===== src/rtl/idex_stage_reg_if.sv =====
// ID/EX boundary bundle: ID-side capture inputs, hazard/writeback controls,
// and the registered EX-side outputs plus stall/flush counters.
interface idex_stage_reg_if #(
  parameter int CNT_W = 16
);
  logic             valid_ID;
  logic [31:0]      Instruction_ID;
  logic [31:0]      PC_ID;
  logic [31:0]      RegData1_ID;
  logic [31:0]      RegData2_ID;
  logic [31:0]      Imm_ID;
  logic             RegWrite_ID;
  logic             MemRead_ID;
  logic             MemWrite_ID;
  logic             ALUSrc_ID;
  logic [3:0]       ALUOp_ID;
  logic             stall_IDEX;
  logic             flush_IDEX;
  logic             we_MEMWB;
  logic [4:0]       rd_MEMWB;
  logic [31:0]      WB_data;
  logic [31:0]      Instruction_IDEX;
  logic [31:0]      PC_IDEX;
  logic [31:0]      RegData1_IDEX;
  logic [31:0]      RegData2_IDEX;
  logic [31:0]      Imm_IDEX;
  logic             RegWrite_IDEX;
  logic             MemRead_IDEX;
  logic             MemWrite_IDEX;
  logic             ALUSrc_IDEX;
  logic             valid_IDEX;
  logic [3:0]       ALUOp_IDEX;
  logic             stall_ID;
  logic [CNT_W-1:0] stall_cnt;
  logic [CNT_W-1:0] flush_cnt;

  modport master (
    output valid_ID, Instruction_ID, PC_ID, RegData1_ID, RegData2_ID, Imm_ID,
           RegWrite_ID, MemRead_ID, MemWrite_ID, ALUSrc_ID, ALUOp_ID,
           stall_IDEX, flush_IDEX, we_MEMWB, rd_MEMWB, WB_data,
    input  Instruction_IDEX, PC_IDEX, RegData1_IDEX, RegData2_IDEX, Imm_IDEX,
           RegWrite_IDEX, MemRead_IDEX, MemWrite_IDEX, ALUSrc_IDEX, valid_IDEX,
           ALUOp_IDEX, stall_ID, stall_cnt, flush_cnt
  );

  modport slave (
    input  valid_ID, Instruction_ID, PC_ID, RegData1_ID, RegData2_ID, Imm_ID,
           RegWrite_ID, MemRead_ID, MemWrite_ID, ALUSrc_ID, ALUOp_ID,
           stall_IDEX, flush_IDEX, we_MEMWB, rd_MEMWB, WB_data,
    output Instruction_IDEX, PC_IDEX, RegData1_IDEX, RegData2_IDEX, Imm_IDEX,
           RegWrite_IDEX, MemRead_IDEX, MemWrite_IDEX, ALUSrc_IDEX, valid_IDEX,
           ALUOp_IDEX, stall_ID, stall_cnt, flush_cnt
  );
endinterface


===== src/rtl/idex_stage_reg.sv =====
// ID/EX pipeline register: load/hold/bubble with writeback operand refresh
// during stalls, write-through bypass on capture, and saturating event counters.
module idex_stage_reg #(
  parameter logic [31:0] NOP_INSTR = 32'h00000013,
  parameter int          CNT_W     = 16
) (
  input logic            clk,
  input logic            rst,
  idex_stage_reg_if.slave bus
);

  function automatic logic [CNT_W-1:0] sat_inc(input logic [CNT_W-1:0] v);
    sat_inc = (&v) ? v : v + CNT_W'(1);
  endfunction

  logic [31:0]      instr_q, instr_d;
  logic [31:0]      pc_q, pc_d;
  logic [31:0]      rd1_q, rd1_d;
  logic [31:0]      rd2_q, rd2_d;
  logic [31:0]      imm_q, imm_d;
  logic             regwrite_q, regwrite_d;
  logic             memread_q, memread_d;
  logic             memwrite_q, memwrite_d;
  logic             alusrc_q, alusrc_d;
  logic             valid_q, valid_d;
  logic [3:0]       aluop_q, aluop_d;
  logic [CNT_W-1:0] stall_cnt_q, stall_cnt_d;
  logic [CNT_W-1:0] flush_cnt_q, flush_cnt_d;

  logic wb_live;
  logic hold_hit1, hold_hit2, cap_hit1, cap_hit2;
  logic bubble;

  // x0 is hardwired, so a writeback to it must never reach an operand
  assign wb_live   = bus.we_MEMWB && (bus.rd_MEMWB != 5'd0);
  assign hold_hit1 = wb_live && (bus.rd_MEMWB == instr_q[19:15]);
  assign hold_hit2 = wb_live && (bus.rd_MEMWB == instr_q[24:20]);
  assign cap_hit1  = wb_live && (bus.rd_MEMWB == bus.Instruction_ID[19:15]);
  assign cap_hit2  = wb_live && (bus.rd_MEMWB == bus.Instruction_ID[24:20]);
  assign bubble    = bus.flush_IDEX || (!bus.stall_IDEX && !bus.valid_ID);

  assign bus.stall_ID = bus.stall_IDEX & ~bus.flush_IDEX;

  always_comb begin
    instr_d     = instr_q;
    pc_d        = pc_q;
    rd1_d       = rd1_q;
    rd2_d       = rd2_q;
    imm_d       = imm_q;
    regwrite_d  = regwrite_q;
    memread_d   = memread_q;
    memwrite_d  = memwrite_q;
    alusrc_d    = alusrc_q;
    valid_d     = valid_q;
    aluop_d     = aluop_q;
    stall_cnt_d = stall_cnt_q;
    flush_cnt_d = flush_cnt_q;

    if (bubble) begin
      instr_d    = NOP_INSTR;
      pc_d       = '0;
      rd1_d      = '0;
      rd2_d      = '0;
      imm_d      = '0;
      regwrite_d = 1'b0;
      memread_d  = 1'b0;
      memwrite_d = 1'b0;
      alusrc_d   = 1'b0;
      valid_d    = 1'b0;
      aluop_d    = '0;
    end else if (bus.stall_IDEX) begin
      if (hold_hit1) rd1_d = bus.WB_data;
      if (hold_hit2) rd2_d = bus.WB_data;
    end else begin
      instr_d    = bus.Instruction_ID;
      pc_d       = bus.PC_ID;
      rd1_d      = cap_hit1 ? bus.WB_data : bus.RegData1_ID;
      rd2_d      = cap_hit2 ? bus.WB_data : bus.RegData2_ID;
      imm_d      = bus.Imm_ID;
      regwrite_d = bus.RegWrite_ID;
      memread_d  = bus.MemRead_ID;
      memwrite_d = bus.MemWrite_ID;
      alusrc_d   = bus.ALUSrc_ID;
      valid_d    = 1'b1;
      aluop_d    = bus.ALUOp_ID;
    end

    // a flushed stall is not a stall: only one counter moves per edge
    if (bus.flush_IDEX)      flush_cnt_d = sat_inc(flush_cnt_q);
    else if (bus.stall_IDEX) stall_cnt_d = sat_inc(stall_cnt_q);
  end

  // ID -> EX boundary
  always_ff @(posedge clk) begin
    if (rst) begin
      instr_q     <= NOP_INSTR;
      pc_q        <= '0;
      rd1_q       <= '0;
      rd2_q       <= '0;
      imm_q       <= '0;
      regwrite_q  <= 1'b0;
      memread_q   <= 1'b0;
      memwrite_q  <= 1'b0;
      alusrc_q    <= 1'b0;
      valid_q     <= 1'b0;
      aluop_q     <= '0;
      stall_cnt_q <= '0;
      flush_cnt_q <= '0;
    end else begin
      instr_q     <= instr_d;
      pc_q        <= pc_d;
      rd1_q       <= rd1_d;
      rd2_q       <= rd2_d;
      imm_q       <= imm_d;
      regwrite_q  <= regwrite_d;
      memread_q   <= memread_d;
      memwrite_q  <= memwrite_d;
      alusrc_q    <= alusrc_d;
      valid_q     <= valid_d;
      aluop_q     <= aluop_d;
      stall_cnt_q <= stall_cnt_d;
      flush_cnt_q <= flush_cnt_d;
    end
  end

  assign bus.Instruction_IDEX = instr_q;
  assign bus.PC_IDEX          = pc_q;
  assign bus.RegData1_IDEX    = rd1_q;
  assign bus.RegData2_IDEX    = rd2_q;
  assign bus.Imm_IDEX         = imm_q;
  assign bus.RegWrite_IDEX    = regwrite_q;
  assign bus.MemRead_IDEX     = memread_q;
  assign bus.MemWrite_IDEX    = memwrite_q;
  assign bus.ALUSrc_IDEX      = alusrc_q;
  assign bus.valid_IDEX       = valid_q;
  assign bus.ALUOp_IDEX       = aluop_q;
  assign bus.stall_cnt        = stall_cnt_q;
  assign bus.flush_cnt        = flush_cnt_q;

endmodule

===== src/flat_wrapper.sv =====
// flat-port wrapper written by rule: the top's interface ports become plain ports
module idex_stage_reg_flat 
#(
  parameter logic [31:0] NOP_INSTR = 32'h00000013,
  parameter int          CNT_W     = 16
)
  (clk, rst, bus_valid_ID, bus_Instruction_ID, bus_PC_ID, bus_RegData1_ID, bus_RegData2_ID, bus_Imm_ID, bus_RegWrite_ID, bus_MemRead_ID, bus_MemWrite_ID, bus_ALUSrc_ID, bus_ALUOp_ID, bus_stall_IDEX, bus_flush_IDEX, bus_we_MEMWB, bus_rd_MEMWB, bus_WB_data, bus_Instruction_IDEX, bus_PC_IDEX, bus_RegData1_IDEX, bus_RegData2_IDEX, bus_Imm_IDEX, bus_RegWrite_IDEX, bus_MemRead_IDEX, bus_MemWrite_IDEX, bus_ALUSrc_IDEX, bus_valid_IDEX, bus_ALUOp_IDEX, bus_stall_ID, bus_stall_cnt, bus_flush_cnt);
  idex_stage_reg_if #(.CNT_W(CNT_W)) bus_i ();
  input logic clk;
  input logic rst;
  input wire logic [$bits(bus_i.valid_ID)-1:0] bus_valid_ID;
  input wire logic [$bits(bus_i.Instruction_ID)-1:0] bus_Instruction_ID;
  input wire logic [$bits(bus_i.PC_ID)-1:0] bus_PC_ID;
  input wire logic [$bits(bus_i.RegData1_ID)-1:0] bus_RegData1_ID;
  input wire logic [$bits(bus_i.RegData2_ID)-1:0] bus_RegData2_ID;
  input wire logic [$bits(bus_i.Imm_ID)-1:0] bus_Imm_ID;
  input wire logic [$bits(bus_i.RegWrite_ID)-1:0] bus_RegWrite_ID;
  input wire logic [$bits(bus_i.MemRead_ID)-1:0] bus_MemRead_ID;
  input wire logic [$bits(bus_i.MemWrite_ID)-1:0] bus_MemWrite_ID;
  input wire logic [$bits(bus_i.ALUSrc_ID)-1:0] bus_ALUSrc_ID;
  input wire logic [$bits(bus_i.ALUOp_ID)-1:0] bus_ALUOp_ID;
  input wire logic [$bits(bus_i.stall_IDEX)-1:0] bus_stall_IDEX;
  input wire logic [$bits(bus_i.flush_IDEX)-1:0] bus_flush_IDEX;
  input wire logic [$bits(bus_i.we_MEMWB)-1:0] bus_we_MEMWB;
  input wire logic [$bits(bus_i.rd_MEMWB)-1:0] bus_rd_MEMWB;
  input wire logic [$bits(bus_i.WB_data)-1:0] bus_WB_data;
  output wire logic [$bits(bus_i.Instruction_IDEX)-1:0] bus_Instruction_IDEX;
  output wire logic [$bits(bus_i.PC_IDEX)-1:0] bus_PC_IDEX;
  output wire logic [$bits(bus_i.RegData1_IDEX)-1:0] bus_RegData1_IDEX;
  output wire logic [$bits(bus_i.RegData2_IDEX)-1:0] bus_RegData2_IDEX;
  output wire logic [$bits(bus_i.Imm_IDEX)-1:0] bus_Imm_IDEX;
  output wire logic [$bits(bus_i.RegWrite_IDEX)-1:0] bus_RegWrite_IDEX;
  output wire logic [$bits(bus_i.MemRead_IDEX)-1:0] bus_MemRead_IDEX;
  output wire logic [$bits(bus_i.MemWrite_IDEX)-1:0] bus_MemWrite_IDEX;
  output wire logic [$bits(bus_i.ALUSrc_IDEX)-1:0] bus_ALUSrc_IDEX;
  output wire logic [$bits(bus_i.valid_IDEX)-1:0] bus_valid_IDEX;
  output wire logic [$bits(bus_i.ALUOp_IDEX)-1:0] bus_ALUOp_IDEX;
  output wire logic [$bits(bus_i.stall_ID)-1:0] bus_stall_ID;
  output wire logic [$bits(bus_i.stall_cnt)-1:0] bus_stall_cnt;
  output wire logic [$bits(bus_i.flush_cnt)-1:0] bus_flush_cnt;
  assign bus_i.valid_ID = bus_valid_ID;
  assign bus_i.Instruction_ID = bus_Instruction_ID;
  assign bus_i.PC_ID = bus_PC_ID;
  assign bus_i.RegData1_ID = bus_RegData1_ID;
  assign bus_i.RegData2_ID = bus_RegData2_ID;
  assign bus_i.Imm_ID = bus_Imm_ID;
  assign bus_i.RegWrite_ID = bus_RegWrite_ID;
  assign bus_i.MemRead_ID = bus_MemRead_ID;
  assign bus_i.MemWrite_ID = bus_MemWrite_ID;
  assign bus_i.ALUSrc_ID = bus_ALUSrc_ID;
  assign bus_i.ALUOp_ID = bus_ALUOp_ID;
  assign bus_i.stall_IDEX = bus_stall_IDEX;
  assign bus_i.flush_IDEX = bus_flush_IDEX;
  assign bus_i.we_MEMWB = bus_we_MEMWB;
  assign bus_i.rd_MEMWB = bus_rd_MEMWB;
  assign bus_i.WB_data = bus_WB_data;
  assign bus_Instruction_IDEX = bus_i.Instruction_IDEX;
  assign bus_PC_IDEX = bus_i.PC_IDEX;
  assign bus_RegData1_IDEX = bus_i.RegData1_IDEX;
  assign bus_RegData2_IDEX = bus_i.RegData2_IDEX;
  assign bus_Imm_IDEX = bus_i.Imm_IDEX;
  assign bus_RegWrite_IDEX = bus_i.RegWrite_IDEX;
  assign bus_MemRead_IDEX = bus_i.MemRead_IDEX;
  assign bus_MemWrite_IDEX = bus_i.MemWrite_IDEX;
  assign bus_ALUSrc_IDEX = bus_i.ALUSrc_IDEX;
  assign bus_valid_IDEX = bus_i.valid_IDEX;
  assign bus_ALUOp_IDEX = bus_i.ALUOp_IDEX;
  assign bus_stall_ID = bus_i.stall_ID;
  assign bus_stall_cnt = bus_i.stall_cnt;
  assign bus_flush_cnt = bus_i.flush_cnt;
  idex_stage_reg #(.NOP_INSTR(NOP_INSTR), .CNT_W(CNT_W)) u_core (.clk(clk), .rst(rst), .bus(bus_i));
endmodule

===== config.mk =====
export PLATFORM = sky130hd
export DESIGN_NAME = idex_stage_reg_flat
export DESIGN_NICKNAME = d
export VERILOG_FILES = /design/src/rtl/idex_stage_reg_if.sv /design/src/rtl/idex_stage_reg.sv /design/src/flat_wrapper.sv
export SDC_FILE = /design/constraint.sdc
export NUM_CORES = 1
export LEC_CHECK = 0
export BUFFER_PORTS_ARGS = -buffer_cell sky130_fd_sc_hd__buf_2
export CAP_MARGIN = 10
export CORE_AREA = 2 2 163 165
export DETAILED_ROUTE_END_ITERATION = 8
export DIE_AREA = 0 0 165 167
export HOLD_SLACK_MARGIN = 0.08
export PLACE_DENSITY_LB_ADDON = 0.2
export SYNTH_ARGS = -nofsm -noshare
export SYNTH_HDL_FRONTEND = slang
export SYNTH_SLANG_ARGS = --single-unit

===== constraint.sdc =====
create_clock -name clk -period 5.7 [get_ports clk]
set_input_delay 0.57 -clock clk [delete_from_list [all_inputs] [get_ports clk]]
set_output_delay 0.57 -clock clk [all_outputs]
set_load 0.02 [all_outputs]

==> results.txt, run 1 <==
----------------------------------------------------
[Run status]
  Result of the run ... finished clean

[Placed design]
  Dpl cells ... 1533
  Area after DPL ... 0.0105 sq mm
  Total half-perimeter wirelength after legalization and detailed placement ... 19.5 mm
  Routability congestion estimate ... 0.831
  Buffers on Ports ... 412

[Timing]
  Total setup violations reported at the end of the flow ... 0
  Unrepaired setup endpoints after global routing ... no
  Final Max Slew Viols ... 0
  Max_slew headroom ... 28.0%
  Peak clock frequency supported by timing ... roughly 0.38 GHz
  Accumulated negative setup slack ... 0 ns
  Final worst clock skew ... 0.0161 ns
  Period utilization ... 46.4%
  Final-report hold violation count ... 0
  Measured slew at the worst slew-check pin ... 1.08 ns
  Clock period minus final worst setup slack ... 2.64 ns

[Synthesis]
  Post-synthesis cell count ... 840
  Count of cell types in the netlist ... 43
  Most instantiated flip-flop cell in the synthesis netlist ... sky130_fd_sc_hd__dfxtp_1
  Synthesized cell area ... 0.00821 sq mm
  Sequential area share after synthesis ... 49.0%
  Fraction of registers with async set/reset ... 0%
  Synthesized area per cell ... 9.78 sq um
  Synth Warn # ... 0
  Synthesized net count ... 1053
  Number of synthesized flops with an enable pin ... 0
  Number of synthesized register bits ... 201

[Layout]
  Final core area utilization ... between 40 and 50%
  Area Overhead vs Synth ... 38.1%
  Layout cells sized above 1 ... 37.3%
  Fill cell total of the finished layout ... between 2000 and 3000
  Final instance area ... 0.0113 sq mm
  Cell Count, Final, Fillers Out ... roughly 1600
  Layout Nets ... ~1400

[Worst setup path]
  Arrival time of the worst setup path ... approximately 3.0 ns
  Endpoint class of the critical path ... flop
  Length in cells of the worst reg-to-reg path ... 6
  Critical path required time ... 6.05 ns
  Critical Path Source Type ... primary input
  Class of the most critical setup path ... in2reg
  Crit path max fanout ... 17

[Die]
  Die Outline Area ... 0.0276 sq mm
  Area of the core region ... 0.0258 sq mm
  Die outline height ... 167 um
  Number of primary I/O pins ... 413
  Die Wd ... ~170 um
  Effective utilization at floorplan ... 31.9%
  Number of standard-cell rows in the floorplan ... 59

[Clock network]
  Post-cts repair resize count ... 0
  Clk buf depth ... 3
  Total CTS buffers ... 24
  Clock transition at the registers of the reported paths ... 0.06 ns
  TritonCTS clock tree ... yes
  Number of buffers inserted by post-CTS setup repair ... 0
  Total of hold buffers inserted after clock tree synthesis ... 0
  Root buf cell ... sky130_fd_sc_hd__clkbuf_16
  Total number of H-tree levels ... 1
  Sinks on the clock net ... 201
  Clock network latency to the later pin of the worst-skew pair ... 0.52 ns

[Min path]
  Cell depth of the worst min-delay path ... 3
  Worst hold-check path type ... in2reg

[Power]
  Max rail drop VDD ... between 0.0002 and 0.00025 V
  Static leakage power ... 5.52 nW
  Cell area power density ... 310 mW/mm^2
  Design Power ... 3.52 mW

[Drt]
  Total number of vias ... 7415
  DRC ... 0
  Ratio of routed vias to standard cells ... 4.70
  Number of nets still failing antenna checks after routing ... 0
  Number of detailed-route iterations in the first pass ... 5
  Aggregate routed wire length ... 26.6 mm
  Average wire per standard cell ... 16.9 um
  Iteration-0 DRC Markers ... 448

[Global routing]
  Maximum number of pins on one net before global-route repair ... between 60 and 70
  Antenna violations before repair ... 3
  Global-route wire length before repair ... 39.7 mm
  Global-route congestion overflow total ... 0
  All-Layer GR Usage ... 18.1%
  Vias in the first global route ... 7046

[Job]
  Max Cap Violations ... 0

----------------------------------------------------
## Yosys cell counts (2+ instances only)
cell | n | share of area (%)
sky130_fd_sc_hd__dfxtp_1 | 201 | 49
sky130_fd_sc_hd__mux2i_1 | 159 | 19
sky130_fd_sc_hd__nor2_1 | 136 | 6.2
sky130_fd_sc_hd__a21oi_1 | 69 | 4.2
sky130_fd_sc_hd__o21ai_0 | 55 | 3.4
sky130_fd_sc_hd__clkbuf_1 | 41 | 1.9
sky130_fd_sc_hd__xnor2_1 | 25 | 2.7
sky130_fd_sc_hd__xor2_1 | 21 | 2.2
sky130_fd_sc_hd__nand2_1 | 12 | 0.55
sky130_fd_sc_hd__nand4_1 | 12 | 0.91
sky130_fd_sc_hd__nor3_1 | 12 | 0.73
sky130_fd_sc_hd__a22oi_1 | 11 | 1.0
sky130_fd_sc_hd__nand3_1 | 11 | 0.67
sky130_fd_sc_hd__o211ai_1 | 11 | 1.0
sky130_fd_sc_hd__buf_2 | 9 | 0.55
sky130_fd_sc_hd__a211oi_1 | 5 | 0.46
sky130_fd_sc_hd__and3_1 | 4 | 0.30
sky130_fd_sc_hd__buf_1 | 4 | 0.18
sky130_fd_sc_hd__inv_1 | 4 | 0.18
sky130_fd_sc_hd__nor4_1 | 4 | 0.30
sky130_fd_sc_hd__and4_1 | 3 | 0.32
sky130_fd_sc_hd__buf_6 | 3 | 0.41
sky130_fd_sc_hd__buf_8 | 3 | 0.55
sky130_fd_sc_hd__or3_1 | 3 | 0.23
sky130_fd_sc_hd__ha_1 | 2 | 0.30
sky130_fd_sc_hd__nor4b_1 | 2 | 0.21
sky130_fd_sc_hd__o21a_1 | 2 | 0.18
## placed cells by master, fill, tap and decap left out, types with 7 or more instances in the layout
cell                          n
sky130_fd_sc_hd__buf_4        7
sky130_fd_sc_hd__a22oi_1     11
sky130_fd_sc_hd__nand4_1     12
sky130_fd_sc_hd__nand3_1     11
sky130_fd_sc_hd__buf_2      411
sky130_fd_sc_hd__nor3_1      12
sky130_fd_sc_hd__dfxtp_1    201
sky130_fd_sc_hd__nand2_1     12
sky130_fd_sc_hd__clkbuf_16   25
sky130_fd_sc_hd__a21oi_1     69
sky130_fd_sc_hd__nor2_1     136
sky130_fd_sc_hd__o21ai_0     55
sky130_fd_sc_hd__o211ai_1    11
sky130_fd_sc_hd__xor2_1      21
sky130_fd_sc_hd__clkbuf_1     8
sky130_fd_sc_hd__xnor2_1     25
sky130_fd_sc_hd__mux2i_1    159
## power breakdown
group | internal (mW) | total, mW | switching, mW | leakage, nW
logic | 0.162 | 0.383 | 0.221 | 3.47
registers | 1.45 | 1.47 | 0.0218 | 1.63
clock network | 1.07 | 1.67 | 0.604 | 0.418
total | 2.67 | 3.52 | 0.847 | 5.52
## flip-flops by register name, summed over array words and instances (netlist names)
signal	flops
u_core.bus.valid_IDEX	1
u_core.bus.Imm_IDEX	32
u_core.bus.PC_IDEX	32
u_core.bus.ALUOp_IDEX	4
u_core.bus.ALUSrc_IDEX	1
u_core.bus.MemRead_IDEX	1
u_core.bus.MemWrite_IDEX	1
u_core.bus.flush_cnt	16
u_core.bus.Instruction_IDEX	32
u_core.bus.stall_cnt	16
u_core.bus.RegData2_IDEX	32
u_core.bus.RegData1_IDEX	32
u_core.bus.RegWrite_IDEX	1
## critical path: stages
cell and delay, ns:
sky130_fd_sc_hd__buf_2 0.15, sky130_fd_sc_hd__or4_4 0.55, sky130_fd_sc_hd__o21a_4 0.28, sky130_fd_sc_hd__a41oi_4 0.66, sky130_fd_sc_hd__buf_4 0.43, sky130_fd_sc_hd__mux2i_1 0.23, sky130_fd_sc_hd__a21oi_1 0.08
## per-stage QoR
stage,hold slack [ns],setup WS (ns)
after floorplan,0.575,3.41
after global placement,0.438,2.53
after detailed placement,0.442,2.52
after CTS,0.258,3.05
after global routing,0.273,2.94
final,0.276,3.06
## path summary, 6_finish.rpt
path                                            endpoint                                 start  slack [ns]
min          u_core.bus.Instruction_IDEX[1]$_SDFFE_PP1N_                 bus_Instruction_ID[1]        0.28
min reg2reg           u_core.bus.valid_IDEX$_SDFFE_PP0N_    u_core.bus.valid_IDEX$_SDFFE_PP0N_        0.46
max reg2reg        u_core.bus.flush_cnt[14]$_SDFFE_PP0P_  u_core.bus.flush_cnt[0]$_SDFFE_PP0P_        3.48
max            u_core.bus.RegData2_IDEX[26]$_SDFFE_PP0P_                       bus_rd_MEMWB[0]        3.06
## metal layers
layer | global-route usage [%] | up-vias | share of wire [%]
li1 | - | 3731 | -
met1 | 22.6 | 3382 | 43
met2 | 30.6 | 272 | 47
met3 | 5.38 | 28 | 8.4
met4 | 4.46 | 2 | 1.6
met5 | 0 | - | 0.049
## layout make-up
class                      count  area [sq um]  area share, %
timing repair buffer         419          2120           18.7
antenna                        2          5.00         0.0441
inverter                       4          15.0          0.132
clock inverter                 7           160           1.41
tap                          335           419           3.70
clock buffer                  36           697           6.14
multi-input combinational    574          3900           34.4
sequential                   201          4020           35.5
## cells by family (layout without fill, tap and decap cells)
group,after synthesis,in the layout,share of synthesized area [%]
AOI/OAI and AO/OA,161,161,11.5
xor gates and xnor gates,46,46,4.91
adders and majority gates,2,2,0.305
buffers and inverters,65,466,3.81
DFF,201,201,49.0
muxes,159,159,19.4
other,0,2,0
and+or+nand+nor,206,206,11.1
Note: power is estimated with default switching activity, not from simulation.
==> run 2: changes to the inputs <==
==> constraint.sdc (replaced) <==
create_clock -name clk -period 2.2 [get_ports clk]
set_input_delay 0.22 -clock clk [delete_from_list [all_inputs] [get_ports clk]]
set_output_delay 0.22 -clock clk [all_outputs]
set_load 0.02 [all_outputs]
==> run 2 against run 1 <==
Effect of this change:
- setup slack lost 3.0 ns
- register-to-register slack got worse by 3.1 ns
- sequential power rose to 2.6 times the previous value
- largest cell class is now buffers
- global-route usage up 2.3 points
- cell count grew 15%
- critical endpoint is now u_core.bus.RegData1_IDEX[12]$_SDFFE_PP0P_
- clock skew shrank 0.0012 ns
==> results.txt, run 2 (synthesis results as in run 1) <==
----------------------------------------------------
[Run status]
  Result of the run ... finished clean

[Power]
  Cell area power density ... slightly below 700 mW/mm^2
  Static leakage power ... 6.53 nW
  Max rail drop VDD ... 0.000497 V
  Switching power of the nets ... roughly 2.3 mW
  Clock network fraction of design power ... 44.0%
  Switching fraction of total power ... 24.8%
  Sequential share of power ... 41.2%
  Comb power frac ... 14.8%
  Internal power component ... 6.94 mW

[Die]
  Die Outline Area ... 0.0276 sq mm
  Effective utilization at floorplan ... 31.9%
  Die outline height ... 167 um
  Die Wd ... about 170 um
  Area of the core region ... 0.0258 sq mm
  Number of primary I/O pins ... 413
  Number of standard-cell rows in the floorplan ... just under 60

[Worst setup path]
  Endpoint class of the critical path ... flop
  Critical Path Source Type ... primary input
  Crit path max fanout ... 14
  Arrival time of the worst setup path ... 2.50 ns
  Critical path required time ... 2.59 ns
  Length in cells of the worst reg-to-reg path ... 5
  Class of the most critical setup path ... in2reg

[Min path]
  Cell depth of the worst min-delay path ... 3
  Worst hold-check path type ... in2reg

[Clock network]
  Total number of H-tree levels ... 1
  Sinks on the clock net ... roughly 200
  Clock network latency to the later pin of the worst-skew pair ... roughly 0.52 ns
  TritonCTS clock tree ... yes
  Total CTS buffers ... 25
  Clock transition at the registers of the reported paths ... 0.06 ns
  Root buf cell ... sky130_fd_sc_hd__clkbuf_16
  Clk buf depth ... 3

[Global routing]
  Global-route congestion overflow total ... 0
  Maximum number of pins on one net before global-route repair ... 65
  Global-route wire length before repair ... around 45 mm
  All-Layer GR Usage ... 20.4%
  Vias in the first global route ... between 8000 and 9000
  Antenna violations before repair ... 5

[Placed design]
  Routability congestion estimate ... between 0.8 and 0.9
  Total half-perimeter wirelength after legalization and detailed placement ... 19.4 mm
  Buffers on Ports ... between 400 and 500

[Timing]
  Unrepaired setup endpoints after global routing ... no
  Accumulated negative setup slack ... 0 ns
  Total setup violations reported at the end of the flow ... 0
  Final-report hold violation count ... 0
  Period utilization ... 95.9%
  Peak clock frequency supported by timing ... between 0.4 and 0.5 GHz
  Max_slew headroom ... 55.3%
  Clock period minus final worst setup slack ... 2.11 ns
  Final worst clock skew ... roughly 0.015 ns
  Measured slew at the worst slew-check pin ... 0.670 ns
  Final Max Slew Viols ... 0

[Drt]
  Average wire per standard cell ... 16.2 um
  Total number of vias ... 8536
  Number of nets still failing antenna checks after routing ... 0
  Iteration-0 DRC Markers ... 450
  Aggregate routed wire length ... 29.4 mm
  DRC ... 0
  Ratio of routed vias to standard cells ... roughly 4.7
  Number of detailed-route iterations in the first pass ... 5

[Job]
  Max Cap Violations ... 0

[Layout]
  Layout cells sized above 1 ... 33.1%
  Final core area utilization ... a little over half
  Most common library cell in the layout ignoring fill and taps ... sky130_fd_sc_hd__buf_2
  Layout Nets ... 1668
  Area Overhead vs Synth ... 66.5%
  Most frequent cells in the layout ... sky130_fd_sc_hd__buf_2 (411), sky130_fd_sc_hd__dlygate4sd3_1 (208), sky130_fd_sc_hd__dfxtp_1 (201), sky130_fd_sc_hd__mux2i_1 (159), sky130_fd_sc_hd__nor2_1 (136)

----------------------------------------------------
[run 2: changes by cell type in the layout (fill, tap and decap cells not counted), moves of 2 or more]
cell,change
sky130_fd_sc_hd__bufinv_16,-3
sky130_fd_sc_hd__dlygate4sd3_1,+208
sky130_fd_sc_hd__diode_2,+4
sky130_fd_sc_hd__clkbuf_8,+2
sky130_fd_sc_hd__buf_4,+13
sky130_fd_sc_hd__buf_12,+8
[run 2: final timing paths]
path                                             start  slack [ns]                                           end
hold / removal                          bus_stall_IDEX        0.11  u_core.bus.Instruction_IDEX[21]$_SDFFE_PP0N_
setup / recovery                bus_Instruction_ID[15]        0.09     u_core.bus.RegData1_IDEX[12]$_SDFFE_PP0P_
setup reg to reg  u_core.bus.flush_cnt[3]$_SDFFE_PP0P_        0.36          u_core.bus.flush_cnt[1]$_SDFFE_PP0P_
hold reg to reg     u_core.bus.valid_IDEX$_SDFFE_PP0N_        0.47            u_core.bus.valid_IDEX$_SDFFE_PP0N_
[run 2: per-layer routing]
layer / vias to the layer above / GRT usage, % / wire length [um]
li1: 4200 / - / -
met2: 339 / 35.2 / 14300
met1: 3914 / 23.9 / 11700
met4: 0 / 8.88 / 1120
met3: 83 / 4.76 / 2230
met5: - / 0 / 0
[run 2: power by group through the flow]
stage / clock network, mW / registers, mW / logic [mW]
final: 4.06 / 3.80 / 1.37
after global routing: 4.33 / 3.81 / 1.47
after CTS: 4.18 / 3.80 / 1.34
after detailed placement: 0 / 3.88 / 1.04
after global placement: 0 / 3.88 / 1.03
after floorplan: 0 / 4.00 / 0.472
[run 2: metrics by stage]
step / hold WS (ns) / power [mW] / worst slack, ns / cell area, sq um / instances
5_1_grt: 0.115 / 9.62 / 0.0133 / 13700 / 1811
6_report: 0.109 / 9.23 / 0.0912 / 13700 / 1812
3_5_place_dp: 0.437 / 4.92 / 0.110 / 10700 / 1547
3_3_place_gp: 0.435 / 4.91 / 0.143 / 10700 / 1547
4_1_cts: 0.0829 / 9.32 / 0.0275 / 13600 / 1798
2_1_floorplan: 0.345 / 4.47 / 0.242 / 8210 / 840
[run 2: critical path, cell delays in order]
cell	delay, ns
sky130_fd_sc_hd__dlygate4sd3_1	0.56
sky130_fd_sc_hd__buf_2	0.15
sky130_fd_sc_hd__xor2_1	0.19
sky130_fd_sc_hd__nor3_2	0.07
sky130_fd_sc_hd__buf_4	0.14
sky130_fd_sc_hd__a31oi_4	0.16
sky130_fd_sc_hd__buf_12	0.18
sky130_fd_sc_hd__mux2i_1	0.18
sky130_fd_sc_hd__dlygate4sd3_1	0.56
sky130_fd_sc_hd__a21oi_1	0.07
[run 2: what timing repair did]
item / CTS / global route
buffers inserted: 0 / 7
hold buffers: 208 / 0
hold endpoints to repair: 168 / 0
setup endpoints to repair: 0 / 7
resized for setup: 0 / 1
[run 2: final cells by class]
class | count | area (sq um)
Multi-Input combinational cell | 574 | 3910
Inverter | 4 | 15.0
Sequential cell | 201 | 4020
Fill cell | 2317 | 12100
Timing Repair Buffer | 649 | 4490
Tap cell | 335 | 419
Antenna cell | 6 | 15.0
Clock inverter | 6 | 83.8
Clock buffer | 37 | 721
